<file path="src/rtl/alu_secuencial.sv">
`default_nettype none
// alu_secuencial: clocked ALU with registered result/flags; MUL, DIV and MOD
// iterate for N cycles behind a start/busy/done handshake.
module alu_secuencial #(
   parameter int N = 4
) (
   input  logic           clk,
   input  logic           rst_n,
   input  logic           start,
   input  logic [N-1:0]   A,
   input  logic [N-1:0]   B,
   input  logic [3:0]     sel,
   output logic           busy,
   output logic           done,
   output logic [2*N-1:0] result,
   output logic           negativo_bandera,
   output logic           zr_bandera,
   output logic           cry_bandera,
   output logic           of_bandera,
   output logic           div_cero
);

   localparam logic [3:0] OP_MUL = 4'b0000;
   localparam logic [3:0] OP_MOD = 4'b0001;
   localparam logic [3:0] OP_AND = 4'b0010;
   localparam logic [3:0] OP_OR  = 4'b0011;
   localparam logic [3:0] OP_XOR = 4'b0100;
   localparam logic [3:0] OP_SUB = 4'b0101;
   localparam logic [3:0] OP_DIV = 4'b0110;
   localparam logic [3:0] OP_SHL = 4'b0111;
   localparam logic [3:0] OP_SHR = 4'b1000;
   localparam logic [3:0] OP_ADD = 4'b1001;
   localparam int         CW     = $clog2(N) + 1;

   typedef enum logic [0:0] {
      IDLE = 1'b0,
      CALC = 1'b1
   } state_t;

   state_t           state_q, state_d;
   logic [CW-1:0]    cnt_q, cnt_d;
   logic [3:0]       op_q, op_d;
   logic [2*N-1:0]   prod_q, prod_d;
   logic [2*N-1:0]   mcand_q, mcand_d;
   logic [N-1:0]     mplier_q, mplier_d;
   logic [N-1:0]     rem_q, rem_d;
   logic [N-1:0]     quo_q, quo_d;
   logic [N-1:0]     divisor_q, divisor_d;
   logic [2*N-1:0]   result_q, result_d;
   logic             neg_q, neg_d;
   logic             zr_q, zr_d;
   logic             cry_q, cry_d;
   logic             of_q, of_d;
   logic             dz_q, dz_d;
   logic             done_q, done_d;

   // Single-cycle datapath, evaluated straight from the inputs at acceptance
   logic [N:0]       sum;
   logic [N-1:0]     diff;
   logic [2*N-1:0]   sc_res;
   logic             sc_neg, sc_cry, sc_of, sc_dz, shr_cry;

   assign sum  = {1'b0, A} + {1'b0, B};
   assign diff = A - B;

   always_comb begin
      sc_res  = '0;
      sc_cry  = 1'b0;
      sc_of   = 1'b0;
      sc_dz   = 1'b0;
      shr_cry = 1'b0;
      for (int i = 1; i <= N; i++) begin
         if (B == N'(i)) shr_cry = A[i-1];
      end
      case (sel)
         OP_AND: sc_res = {{N{1'b0}}, A & B};
         OP_OR:  sc_res = {{N{1'b0}}, A | B};
         OP_XOR: sc_res = {{N{1'b0}}, A ^ B};
         OP_SUB: begin
            sc_res = {{N{1'b0}}, diff};
            sc_cry = (A < B);
            sc_of  = (A[N-1] != B[N-1]) && (diff[N-1] != A[N-1]);
         end
         OP_ADD: begin
            sc_res = {{(N-1){1'b0}}, sum};
            sc_cry = sum[N];
            sc_of  = (A[N-1] == B[N-1]) && (sum[N-1] != A[N-1]);
         end
         OP_SHL: sc_res = {{N{1'b0}}, A} << B;
         OP_SHR: begin
            sc_res = {{N{1'b0}}, A >> B};
            sc_cry = shr_cry;
         end
         // Only reached with B == 0; nonzero divisors go through CALC
         OP_DIV: begin
            sc_res = {{N{1'b0}}, {N{1'b1}}};
            sc_dz  = 1'b1;
         end
         OP_MOD: begin
            sc_res = {{N{1'b0}}, A};
            sc_dz  = 1'b1;
         end
         default: sc_res = '0;
      endcase
      sc_neg = (sel == OP_SHL) ? sc_res[2*N-1] : sc_res[N-1];
   end

   // One shift-add and one restoring-divide step per CALC cycle
   logic [2*N-1:0]   prod_nx;
   logic [N:0]       rem_shift, rem_sub;
   logic             rem_ge;
   logic [N-1:0]     rem_nx, quo_nx;

   always_comb begin
      prod_nx   = mplier_q[0] ? (prod_q + mcand_q) : prod_q;
      rem_shift = {rem_q, quo_q[N-1]};
      rem_ge    = (rem_shift >= {1'b0, divisor_q});
      rem_sub   = rem_shift - {1'b0, divisor_q};
      rem_nx    = rem_ge ? N'(rem_sub) : N'(rem_shift);
      quo_nx    = {quo_q[N-2:0], rem_ge};
   end

   logic start_multi;
   assign start_multi = (sel == OP_MUL) ||
                        (((sel == OP_DIV) || (sel == OP_MOD)) && (B != '0));

   always_comb begin
      state_d   = state_q;
      cnt_d     = cnt_q;
      op_d      = op_q;
      prod_d    = prod_q;
      mcand_d   = mcand_q;
      mplier_d  = mplier_q;
      rem_d     = rem_q;
      quo_d     = quo_q;
      divisor_d = divisor_q;
      result_d  = result_q;
      neg_d     = neg_q;
      zr_d      = zr_q;
      cry_d     = cry_q;
      of_d      = of_q;
      dz_d      = dz_q;
      done_d    = 1'b0;
      case (state_q)
         IDLE: begin
            if (start) begin
               if (start_multi) begin
                  state_d   = CALC;
                  cnt_d     = '0;
                  op_d      = sel;
                  prod_d    = '0;
                  mcand_d   = {{N{1'b0}}, A};
                  mplier_d  = B;
                  rem_d     = '0;
                  quo_d     = A;
                  divisor_d = B;
               end else begin
                  result_d = sc_res;
                  neg_d    = sc_neg;
                  zr_d     = (sc_res == '0);
                  cry_d    = sc_cry;
                  of_d     = sc_of;
                  dz_d     = sc_dz;
                  done_d   = 1'b1;
               end
            end
         end
         CALC: begin
            cnt_d    = cnt_q + CW'(1);
            prod_d   = prod_nx;
            mcand_d  = mcand_q << 1;
            mplier_d = mplier_q >> 1;
            rem_d    = rem_nx;
            quo_d    = quo_nx;
            if (cnt_q == CW'(N - 1)) begin
               state_d = IDLE;
               done_d  = 1'b1;
               cry_d   = 1'b0;
               of_d    = 1'b0;
               dz_d    = 1'b0;
               if (op_q == OP_MUL) begin
                  result_d = prod_nx;
                  neg_d    = prod_nx[2*N-1];
                  zr_d     = (prod_nx == '0);
               end else if (op_q == OP_DIV) begin
                  result_d = {{N{1'b0}}, quo_nx};
                  neg_d    = quo_nx[N-1];
                  zr_d     = (quo_nx == '0);
               end else begin
                  result_d = {{N{1'b0}}, rem_nx};
                  neg_d    = rem_nx[N-1];
                  zr_d     = (rem_nx == '0);
               end
            end
         end
         default: state_d = IDLE;
      endcase
   end

   always_ff @(posedge clk or negedge rst_n) begin
      if (!rst_n) begin
         state_q   <= IDLE;
         cnt_q     <= '0;
         op_q      <= '0;
         prod_q    <= '0;
         mcand_q   <= '0;
         mplier_q  <= '0;
         rem_q     <= '0;
         quo_q     <= '0;
         divisor_q <= '0;
         result_q  <= '0;
         neg_q     <= 1'b0;
         zr_q      <= 1'b0;
         cry_q     <= 1'b0;
         of_q      <= 1'b0;
         dz_q      <= 1'b0;
         done_q    <= 1'b0;
      end else begin
         state_q   <= state_d;
         cnt_q     <= cnt_d;
         op_q      <= op_d;
         prod_q    <= prod_d;
         mcand_q   <= mcand_d;
         mplier_q  <= mplier_d;
         rem_q     <= rem_d;
         quo_q     <= quo_d;
         divisor_q <= divisor_d;
         result_q  <= result_d;
         neg_q     <= neg_d;
         zr_q      <= zr_d;
         cry_q     <= cry_d;
         of_q      <= of_d;
         dz_q      <= dz_d;
         done_q    <= done_d;
      end
   end

   assign busy             = (state_q == CALC);
   assign done             = done_q;
   assign result           = result_q;
   assign negativo_bandera = neg_q;
   assign zr_bandera       = zr_q;
   assign cry_bandera      = cry_q;
   assign of_bandera       = of_q;
   assign div_cero         = dz_q;

endmodule
`default_nettype wire

</file>
<file path="config.mk">
export PLATFORM = sky130hd
export DESIGN_NAME = alu_secuencial
export DESIGN_NICKNAME = d
export VERILOG_FILES = /design/src/rtl/alu_secuencial.sv
export SDC_FILE = /design/constraint.sdc
export NUM_CORES = 1
export LEC_CHECK = 0
export CAP_MARGIN = 40
export CORE_ASPECT_RATIO = 1.4
export CORE_MARGIN = 8
export CORE_UTILIZATION = 54
export CTS_CLUSTER_SIZE = 28
export DETAILED_ROUTE_END_ITERATION = 16
export PLACE_DENSITY = 0.77
export SLEW_MARGIN = 20
export SYNTH_ARGS = -nofsm -noshare
export SYNTH_HDL_FRONTEND = slang
export SYNTH_SLANG_ARGS = --single-unit
</file>
<file path="constraint.sdc">
create_clock -name clk -period 2.1 [get_ports clk]
set_input_delay 0.525 -clock clk [delete_from_list [all_inputs] [get_ports clk]]
set_output_delay 0.525 -clock clk [all_outputs]
set_load 0.02 [all_outputs]
</file>
==> metrics.csv <==
metric,value,unit
status,"finished, violations left",
failing checks,negative setup slack,
CTS tree,built,
VDD IR max,788.1,uV
Setup CP Type,input pin to register,
die area,0.01095,mm^2
htree depth,2,
gpl congestion,0.9594,
Mapped Cells,487,
"CTS clk-pin slew, worst paths",0.10,ns
mux cell area share after synthesis,0.07467,
Synth Area per Inst,8.671,um^2
Area Growth Syn to Fin,40.98,%
Core Footprint,0.007655,mm^2
DRT Wirelength,13.38,mm
"Seq/Total Area, Yosys",0.3200,
fillcell total,521,
syn_nets,532,
Routed Antenna Nets,0,
"non-filler cells, final",723,
DPL Wire Length,10.01,mm
vias in the first global route,4495,
die width,90.74,um
unrepaired setup endpoints after global routing,yes,
clk_skew,0.01108,ns
synth top area cells,"dfrtp_1 32%, ha_1 7.7%, nand2_1 5.7%",
Finished Core Util,0.7777,
TritonCTS Buffers,5,
area fraction in compound gates after synthesis,0.2281,
final hold vios,0,
initial antenna violation count,0,
measured slew at the worst slew-check pin,0.4360,ns
Ports,30,
DR WL/cell,18.51,um
"Remaining Overflow, GRT",0,
Seq cells post-synth,54,
final setup fails,8,
First-pass DRT Iterations,5,
clock tree sinks,54,
CP Data Required Time,2.37,ns
Ys Warns,0,
vias per inst,6.019,
Worst setup SP type,input pin,
All-Layer GR Usage,0.2442,
critical path peak fanout,2,
max cap viols,0,
clk root buf,clkbuf_8,
crit share post-route,1.105,
Yosys cell types,78,
Worst EP arrival,2.59,ns
row cnt,38,
layout cells sized above 1,0.3612,
Peak Freq,0.4309,GHz
DR vias,4352,
xor and xnor area share after synthesis,0.01867,
TNS Setup,-0.6080,ns
chip height,120.6,um
min Tclk post-route,2.321,ns
Worst-Skew Late Latency,0.32,ns
Initial Utilization,0.5517,
placed cells,698,
PD cells,1309,mW/mm^2
Post-synth EDFFs,0,
LEAKAGE,2.687,nW
asr flop ratio synth,1.000,
simple-gate portion of the synthesized area,0.2065,
largest family of logic cells by synthesized area,compound AO/OA/AOI/OAI gates,
DRC viols,0,
Syn Std Cell Area,0.004223,mm^2
first-pass GRT wire length,21.82,mm
Adder-Cell Fraction of Synth Area,0.09600,
largest net degree at the start of global routing,55,
Most used DFF post-synth,dfrtp_1,
worst setup margin,-0.2208,ns
worst hold path class,input pin to async pin,
multi-input logic area,0.002977,mm^2
port bufs,29,
Crit. End Element,register,
Final Max Slew Viols,0,
Register Area,0.001353,mm^2
Synth area leader,dfrtp_1,
starting DRC count in detailed routing,264,
post-layout net count,667,
Yosys top cell area share,0.3200,
Diodes inserted,0,
clk buf depth,2,
Slew headroom,0.7084,
==> per-layer routing <==
| layer | vias up | track usage | share of wire |
|---|---|---|---|
| met5 | - | 0 | 0 |
| met4 | 0 | 0.1400 | 0.052 |
| met3 | 56 | 0.03536 | 0.037 |
| met2 | 158 | 0.4542 | 0.53 |
| met1 | 2110 | 0.2560 | 0.38 |
| li1 | 2028 | - | - |
==> cells in the mapped netlist, types with 7 or more instances <==
| cell type | n |
|---|---|
| clkbuf_1 | 12 |
| a21oi_1 | 34 |
| nor2_1 | 37 |
| o21ai_0 | 38 |
| buf_2 | 9 |
| inv_1 | 19 |
| ha_1 | 26 |
| dfrtp_1 | 54 |
| mux2_2 | 8 |
| nand2b_1 | 7 |
| a211oi_1 | 7 |
| nand3_1 | 8 |
| xnor2_1 | 7 |
| nand2_1 | 64 |
| mux2i_1 | 21 |
| nor3_1 | 10 |
==> final cells by class <==
class                   instances  share of cell area
flip-flops and latches         54              0.2272
inverters                      20             0.01576
clock buffers                   6             0.01219
clock inverters                 2            0.006305
multi-input cells             383              0.5000
repair buffers                158              0.2175
well taps                     100             0.02102
==> critical path, stage by stage <==
cell and delay, ns:
buf_8 0.10, buf_8 0.13, inv_16 0.05, ha_4 0.12
inv_2 0.03, fa_2 0.33, and2b_1 0.24, xnor2_2 0.07
o2bb2ai_2 0.13, a2111oi_4 0.34, o2111ai_1 0.19, o22ai_1 0.21
a41o_1 0.11
==> stage by stage <==
| stage | cell area (um^2) | total power, W | setup WS (ns) | hold slack, ns |
|---|---|---|---|---|
| after floorplan | 4293 | 0.004568 | -0.1236 | 0.2294 |
| after detailed placement | 5396 | 0.006431 | -0.8863 | 0.4790 |
| after CTS | 5803 | 0.007495 | -0.2738 | 0.1976 |
| after global routing | 5953 | 0.008289 | -0.3409 | 0.2018 |
| final | 5953 | 0.007796 | -0.2208 | 0.1729 |
| after global placement | 5396 | 0.006245 | -0.8543 | 0.4650 |
==> layout by cell type (no fill, tap or decap), drive strengths merged, types with 6 or more instances in the layout <==
master           n
a21oi           37
xnor2            7
mux2             9
nor2b            6
ha              26
dlygate4sd2      7
inv             20
a211oi           8
nand3            8
mux2i           21
clkdlybuf4s50   17
buf            132
dfrtp           54
clkbuf           7
nand2           64
nor3            10
nand2b           7
nor2            38
o21ai           41
o211ai           6
==> cell families (layout without fill, tap and decap cells) <==
group,count (synthesis),after routing
buffers and inverters,50,186
muxes,30,30
xor gates and xnor gates,9,9
DFF,54,54
adders and majority gates,30,30
and+or+nand+nor,172,172
AOI/OAI and AO/OA,142,142
==> power breakdown <==
group	switching, W	internal, W	total (W)
clock	0.000348	0.000356	0.000704
combinational	0.00266	0.00257	0.00523
sequential	0.000377	0.00149	0.00186
total	0.00338	0.00442	0.00780
==> sequential cells by signal, indices dropped and copies added, names as in the netlist <==
name	cells
busy	1
mcand_q	8
of_bandera	1
prod_q	8
div_cero	1
cnt_q	3
rem_q	4
negativo_bandera	1
done	1
zr_bandera	1
op_q	4
divisor_q	4
cry_bandera	1
mplier_q	4
quo_q	4
result	8
==> worst paths after layout <==
check                                startpoint                  endpoint  slack [ns]  cells past startpoint
setup reg to reg           quo_q[3]$_DFFE_PN0P_    zr_bandera$_DFFE_PN0P_       -0.14                     10
max in group asynchronous                 rst_n  divisor_q[1]$_DFFE_PN0P_        1.66                      2
setup / recovery                           A[0]    zr_bandera$_DFFE_PN0P_       -0.22                     13
hold reg to reg            cnt_q[0]$_DFFE_PN0P_      cnt_q[0]$_DFFE_PN0P_        0.49                      1
hold / removal                            rst_n      div_cero$_DFFE_PN0P_        0.17                      2
min in group clk           cnt_q[0]$_DFFE_PN0P_      cnt_q[0]$_DFFE_PN0P_        0.49                      1
==> timing repair <==
action                     CTS  global route
pin swaps                   31            30
setup endpoints to repair   51            21
resized for setup           61            30
hold buffers                 0             0
buffers inserted            15             3
(Power assumes the default switching activity.)
